$ cat src/rtl/sprite_pkg.sv
// Shared sprite-sheet geometry, header sync code and writer states.
// Imported by both the Rojobot icon renderer and the sprite frame writer.
package sprite_pkg;

   localparam int SPRITE_COLS    = 34;
   localparam int SPRITE_ROWS    = 34;
   localparam int FRAME_COLS     = 3;
   localparam int FRAME_ROWS     = 8;
   localparam int MEM_COLS       = FRAME_COLS * SPRITE_COLS;
   localparam int FRAME_ROW_SIZE = SPRITE_ROWS * MEM_COLS;

   localparam logic [2:0] HDR_SYNC = 3'b101;

   typedef enum logic [2:0] {IDLE, PIX_HI, PIX_LO, WRITE, DONE, CSUM} state_t;

   // Word address of the top-left pixel of sheet slot (row, col).
   function automatic int frame_base(input logic [2:0] row, input logic [1:0] col);
      return int'(row) * FRAME_ROW_SIZE + int'(col) * SPRITE_COLS;
   endfunction

endpackage

$ cat src/rtl/sprite_addr_gen.sv
// Pixel address generator: x/y counters plus a row_base accumulator, so the
// per-pixel address is row_base + x with no multiplier in the pixel path.
module sprite_addr_gen
   import sprite_pkg::*;
#(
   parameter int ADDR_W = 15
) (
   input  logic              clk,
   input  logic              reset,
   input  logic              load,
   input  logic [ADDR_W-1:0] base,
   input  logic              step,
   output logic [ADDR_W-1:0] addr,
   output logic              last
);

   localparam int XW = $clog2(SPRITE_COLS);
   localparam int YW = $clog2(SPRITE_ROWS);

   logic [XW-1:0]     x;
   logic [YW-1:0]     y;
   logic [ADDR_W-1:0] row_base;
   logic              x_wrap;

   assign x_wrap = (x == XW'(SPRITE_COLS - 1));
   assign last   = x_wrap && (y == YW'(SPRITE_ROWS - 1));
   assign addr   = row_base + ADDR_W'(x);

   always_ff @(posedge clk or negedge reset) begin
      if (!reset) begin
         x        <= '0;
         y        <= '0;
         row_base <= '0;
      end else if (load) begin
         x        <= '0;
         y        <= '0;
         row_base <= base;
      end else if (step) begin
         if (x_wrap) begin
            x        <= '0;
            y        <= y + 1'b1;
            row_base <= row_base + ADDR_W'(MEM_COLS);
         end else begin
            x <= x + 1'b1;
         end
      end
   end

endmodule

$ cat src/rtl/sprite_frame_writer.sv
// Byte-stream writer that unpacks 12-bit pixels into one sprite-sheet slot.
// Define SPRITE_WRITER_CHECKSUM_EN to require a trailing XOR checksum byte.
module sprite_frame_writer
   import sprite_pkg::*;
#(
   parameter int ADDR_W = 15
) (
   input  logic              clk,
   input  logic              reset,
   input  logic [7:0]        s_data,
   input  logic              s_valid,
   output logic              s_ready,
   input  logic              abort,
   output logic              wr_en,
   output logic [ADDR_W-1:0] wr_addr,
   output logic [11:0]       wr_data,
   output logic              busy,
   output logic              done,
   output logic              err
);

   state_t            state, state_nx;
   logic              hdr_ok;
   logic [ADDR_W-1:0] hdr_base;
   logic              gen_load, gen_step, gen_last;
   logic [3:0]        pix_hi;
`ifdef SPRITE_WRITER_CHECKSUM_EN
   logic [7:0]        csum;
`endif

   assign hdr_ok   = (s_data[2:0] == HDR_SYNC) && (int'(s_data[4:3]) < FRAME_COLS);
   assign hdr_base = ADDR_W'(frame_base(s_data[7:5], s_data[4:3]));
   assign gen_load = (state == IDLE) && s_valid && hdr_ok && !abort;
   assign gen_step = (state == WRITE) && !abort;

   sprite_addr_gen #(.ADDR_W(ADDR_W)) u_addr_gen (
      .clk   (clk),
      .reset (reset),
      .load  (gen_load),
      .base  (hdr_base),
      .step  (gen_step),
      .addr  (wr_addr),
      .last  (gen_last)
   );

   always_ff @(posedge clk or negedge reset) begin
      if (!reset) state <= IDLE;
      else        state <= state_nx;
   end

   always_comb begin
      state_nx = state;
      s_ready  = 1'b0;
      wr_en    = 1'b0;
      busy     = 1'b1;
      done     = 1'b0;
      case (state)
         IDLE: begin
            s_ready = 1'b1;
            busy    = 1'b0;
            if (s_valid && hdr_ok) state_nx = PIX_HI;
         end
         PIX_HI: begin
            s_ready = 1'b1;
            if (s_valid) state_nx = PIX_LO;
         end
         PIX_LO: begin
            s_ready = 1'b1;
            if (s_valid) state_nx = WRITE;
         end
         WRITE: begin
            wr_en = 1'b1;
`ifdef SPRITE_WRITER_CHECKSUM_EN
            state_nx = gen_last ? CSUM : PIX_HI;
`else
            state_nx = gen_last ? DONE : PIX_HI;
`endif
         end
`ifdef SPRITE_WRITER_CHECKSUM_EN
         CSUM: begin
            s_ready = 1'b1;
            if (s_valid) state_nx = DONE;
         end
`endif
         DONE: begin
            done     = 1'b1;
            state_nx = IDLE;
         end
         default: state_nx = IDLE;
      endcase
      // Abort wins over any byte presented in the same cycle.
      if (abort) state_nx = IDLE;
   end

   always_ff @(posedge clk or negedge reset) begin
      if (!reset) begin
         err     <= 1'b0;
         pix_hi  <= '0;
         wr_data <= '0;
`ifdef SPRITE_WRITER_CHECKSUM_EN
         csum    <= '0;
`endif
      end else if (!abort && s_valid) begin
         case (state)
            IDLE: begin
               err <= !hdr_ok;
`ifdef SPRITE_WRITER_CHECKSUM_EN
               if (hdr_ok) csum <= '0;
`endif
            end
            PIX_HI: begin
               pix_hi <= s_data[3:0];
`ifdef SPRITE_WRITER_CHECKSUM_EN
               csum   <= csum ^ s_data;
`endif
            end
            PIX_LO: begin
               wr_data <= {pix_hi, s_data};
`ifdef SPRITE_WRITER_CHECKSUM_EN
               csum    <= csum ^ s_data;
`endif
            end
`ifdef SPRITE_WRITER_CHECKSUM_EN
            CSUM: if (s_data != csum) err <= 1'b1;
`endif
            default: ;
         endcase
      end
   end

endmodule

$ cat config.mk
export PLATFORM = sky130hd
export DESIGN_NAME = sprite_frame_writer
export DESIGN_NICKNAME = d
export VERILOG_FILES = /design/src/rtl/sprite_pkg.sv /design/src/rtl/sprite_addr_gen.sv /design/src/rtl/sprite_frame_writer.sv
export SDC_FILE = /design/constraint.sdc
export NUM_CORES = 1
export LEC_CHECK = 0
export ABC_AREA = 1
export CAP_MARGIN = 20
export CORE_UTILIZATION = 62
export CTS_BUF_LIST = sky130_fd_sc_hd__clkbuf_4
export DETAILED_ROUTE_END_ITERATION = 10
export PLACE_DENSITY = 0.89
export SYNTH_ARGS = -nofsm -noshare
export SYNTH_HDL_FRONTEND = slang
export SYNTH_SLANG_ARGS = --single-unit
$ cat constraint.sdc
create_clock -name clk -period 3.4 [get_ports clk]
set_clock_uncertainty 0.15 [all_clocks]
set_input_delay 0.51 -clock clk [delete_from_list [all_inputs] [get_ports clk]]
set_output_delay 0.51 -clock clk [all_outputs]
set_load 0.005 [all_outputs]
==> run summary, run 1 <==
### Outcome
* finished clean — result of the run

### Final layout
* 0.0808 — fraction of layout instances using a drive strength above 1
* 392 — total of fill cells in the finished design
* 565 — post-route insts no fill
* 19.4% — area overhead of the layout relative to synthesis
* 3890 um2 — post-layout instance area
* 0.767 — final core utilization
* 529 — Post-layout nets
* 0 — diode count
* sky130_fd_sc_hd__nand2_1 (106), sky130_fd_sc_hd__inv_1 (60), sky130_fd_sc_hd__dfrtp_1 (45), sky130_fd_sc_hd__clkdlybuf4s50_1 (42), sky130_fd_sc_hd__nor2_1 (38) — highest-count cells in the layout ignoring fill and taps
* sky130_fd_sc_hd__nand2_1 — leading cell type in the layout, fill and taps excluded

### Timing
* 308 MHz — maximum clock rate
* 158 ps — crit path setup slack, layout
* 0 — number of pins exceeding their max-slew limit in the final report
* 0 — final count of hold timing violations
* 0 — number of setup violations in the final report
* false — setup repair after global routing missed its margin
* 578 ps — transition at the pin with the smallest max-transition slack
* 317 ps — worst hold slack after final layout
* 0 ps — Post-Route Setup TNS
* 0.614 — worst slew margin relative to its limit
* 0.954 — period utilisation layout
* 3240 ps — final critical-path required period

### Run
* 0 — Max Cap Viol

### Floorplanning
* 74.5 um — height of the chip
* 74.5 um — die outline width
* 0.642 — initial core utilization
* 44 — boundary pin count
* 5550 um2 — Die Footprint
* 26 — number of core rows
* 5070 um2 — core area

### Synthesis
* 3260 um2 — netlist area before placement
* 7.34 um2 — mean instance size in the synthesized netlist
* 479 — post-synth net total
* 0.128 — synthesized-area fraction occupied by ao, oa, aoi and oai cells
* 46 — synthesis-stage register bit count
* 0.353 — proportion of netlist area held by the largest area contributor
* sky130_fd_sc_hd__dfrtp_1 — dominant cell type by area after synthesis
* 0 — number of flops mapped to enable cells by yosys
* 444 — number of instances in the synthesized netlist
* 0.0484 — Post-Synth XOR/XNOR Area
* 0 — Yosys warning count
* 0.353 — sequential cell area fraction in the yosys report
* sky130_fd_sc_hd__dfrtp_1 — Post-synth top flop
* 0.0207 — mux cell area share after synthesis
* 0.0906 — arithmetic-cell share of the synthesized area counting full adders, half adders and majority gates
* sky130_fd_sc_hd__dfrtp_1 (35%), sky130_fd_sc_hd__nand2_1 (12%), sky130_fd_sc_hd__ha_1 (8.4%), sky130_fd_sc_hd__inv_1 (6.9%), sky130_fd_sc_hd__nand3_1 (5.5%) — dominant cells by area after synthesis
* 0.268 — simple-gate portion of the synthesized area
* simple AND/OR/NAND/NOR gates — combinational family with the most area after synthesis
* 1.00 — ys async rst share
* 34 — Distinct cells, synth

### Routing
* 281 — violation count after the first detailed-route iteration
* 5 — Initial DRT Pass Iterations
* 0 — post-route antenna net violation count
* 0 — detailed-route DRC error count
* 12.9 um — routed length per instance
* 5.45 — number of vias per cell
* 3,078 — DR vias
* 7270 um — wire length reported by the detailed router

### Setup path
* 2580 ps — data arrival at the endpoint of the critical path
* 2740 ps — WP data required
* sky130_fd_sc_hd__clkdlybuf4s50_1 — highest-delay cell along the critical path
* ha_1 -> a21oi_2 -> o21bai_2 -> nand2_1 -> o21ai_4 -> nand3_2 -> nor2_1 -> xor2_1 -> clkdlybuf4s50_1 — worst path cell trace
* reg -> out — crit path kind
* 510 ps — Worst path max stage delay
* flip-flop — category of the worst setup path launch point
* 7 — largest fanout on the critical path
* primary output — Critical Path End Type

### Global route
* 0 — number of antenna violations at the first check in global routing
* 0.459 — met2 usage
* 47 — pin count of the biggest net entering global routing
* 0.366 — GR met1 Demand/Resource
* 0.0379 — grt met3 use
* met2 — busiest layer in global routing
* 2,722 — vias in the first global route
* 0.276 — gr usage total
* 11,600 um — global-route wire length before repair
* 0 — total overflow reported by the global router

### Placement
* 3760 um2 — cell area reported after detailed placement
* 43 — number of buffers inserted by port buffering
* 553 — Post-Place Cells
* 5470 um — Final HPWL DP
* 27.4 ps — Post-Place Worst Slack
* 0.921 — Final GP Congestion

### Clock tree
* 46 — clock sink total
* 140 ps — clock-pin slew on the worst setup and hold paths
* 2 — number of buffers on the longest clock path
* 380 ps — clock latency on the worst-skew pair
* done — CTS tree
* 2 — H-tree depth
* 5 — CTS Buf Count
* sky130_fd_sc_hd__clkbuf_4 — cell at the root of the clock tree

### Worst hold path
* in -> async — worst hold path class

### Power and ir drop
* 1.91 nW — Leak
* 453 uV — VDD IR-drop max
* 2.58 mW — Pwr Total
* 664 nW/um2 — Pwr per Cell Area

-- registers in the layout, summed over array words and instances, names as in the netlist --
name and cells:
wr_data 12, pix_hi 4, u_addr_gen.x 6, u_addr_gen.y 6, state 3, err 1, u_addr_gen.row_base 14
-- routing by layer --
layer / routed length, um / vias to the layer above
met5: 0 / -
met4: 167 / 0
met3: 375 / 17
met2: 3460 / 119
met1: 3260 / 1394
li1: - / 1548
-- kinds of logic after synthesis --
group,after synthesis
AO/OA/AOI/OAI,76
AND/OR/NAND/NOR,203
flip-flops,46
adder cells (fa/ha/maj),23
buffers and inverters,72
XOR/XNOR,18
multiplexers,6
-- power by group --
group | switching, mW | leakage [nW] | internal (mW) | total (mW)
combinational | 0.631 | 1.30 | 0.701 | 1.33
clock | 0.195 | 0.0312 | 0.0807 | 0.275
sequential | 0.211 | 0.578 | 0.763 | 0.974
total | 1.04 | 1.91 | 1.54 | 2.58
-- path summary, 6_finish.rpt --
kind	from	end	slack, ps	depth (start not counted)
worst max-delay path	u_addr_gen.x[2]	wr_addr[14]	160	9
worst min-delay path	reset	u_addr_gen.x[2]	320	2
worst max register to register	state[2]	u_addr_gen.x[3]	1290	9
worst min register to register	wr_data[1]	wr_data[1]	360	2
max in group asynchronous	reset	pix_hi[3]	2340	3
min in group clk	wr_data[1]	wr_data[1]	360	2
-- cell usage after synthesis, drive strengths merged, types with 4 or more instances --
library cell and number:
xor2 15, a21oi 24, ha 22, nor2 40, o21ai 37, buf 8, nand3 38, dfrtp 46
inv 61, o22ai 4, mux2 6, nor3 8, nand2 107, a31oi 6
-- cell type report --
type,instances,area [um2],share of cell area
Timing Repair Buffer,54,523,0.134
Inverter,61,229,0.0589
Clock inverter,3,21.3,0.00547
Sequential cell,46,1150,0.296
Multi-Input combinational cell,326,1840,0.473
Clock buffer,5,37.5,0.00965
Tap cell,70,87.6,0.0225
-- repair_timing --
action                                 4_1_cts  5_1_grt
endpoints found under the hold margin        0        5
hold buffers                                 0        1
cloned                                       0        0
setup endpoints to repair                    5        8
buffers inserted                             1        1
pin swaps                                    1        1
gates resized for setup                      2        5
-- worst max-delay path: cells and delay by family (launching register included) --
kind | cells | cell delay, ps
flip-flops | 1 | 430
adder cells (fa/ha/maj) | 1 | 340
AO/OA/AOI/OAI | 3 | 400
buffers and inverters | 1 | 510
XOR/XNOR | 1 | 150
AND/OR/NAND/NOR | 3 | 380
(Power assumes the default switching activity.)
==> inputs of run 2 (changes only) <==
--- a/config.mk
+++ b/config.mk
@@ -11,6 +11,7 @@
 export CTS_BUF_LIST = sky130_fd_sc_hd__clkbuf_4
 export DETAILED_ROUTE_END_ITERATION = 10
 export PLACE_DENSITY = 0.89
+export SKIP_LAST_GASP = 1
 export SYNTH_ARGS = -nofsm -noshare
 export SYNTH_HDL_FRONTEND = slang
 export SYNTH_SLANG_ARGS = --single-unit
==> results of run 2 <==
No change in the layout: final DEF, timing and power equal those of run 1.
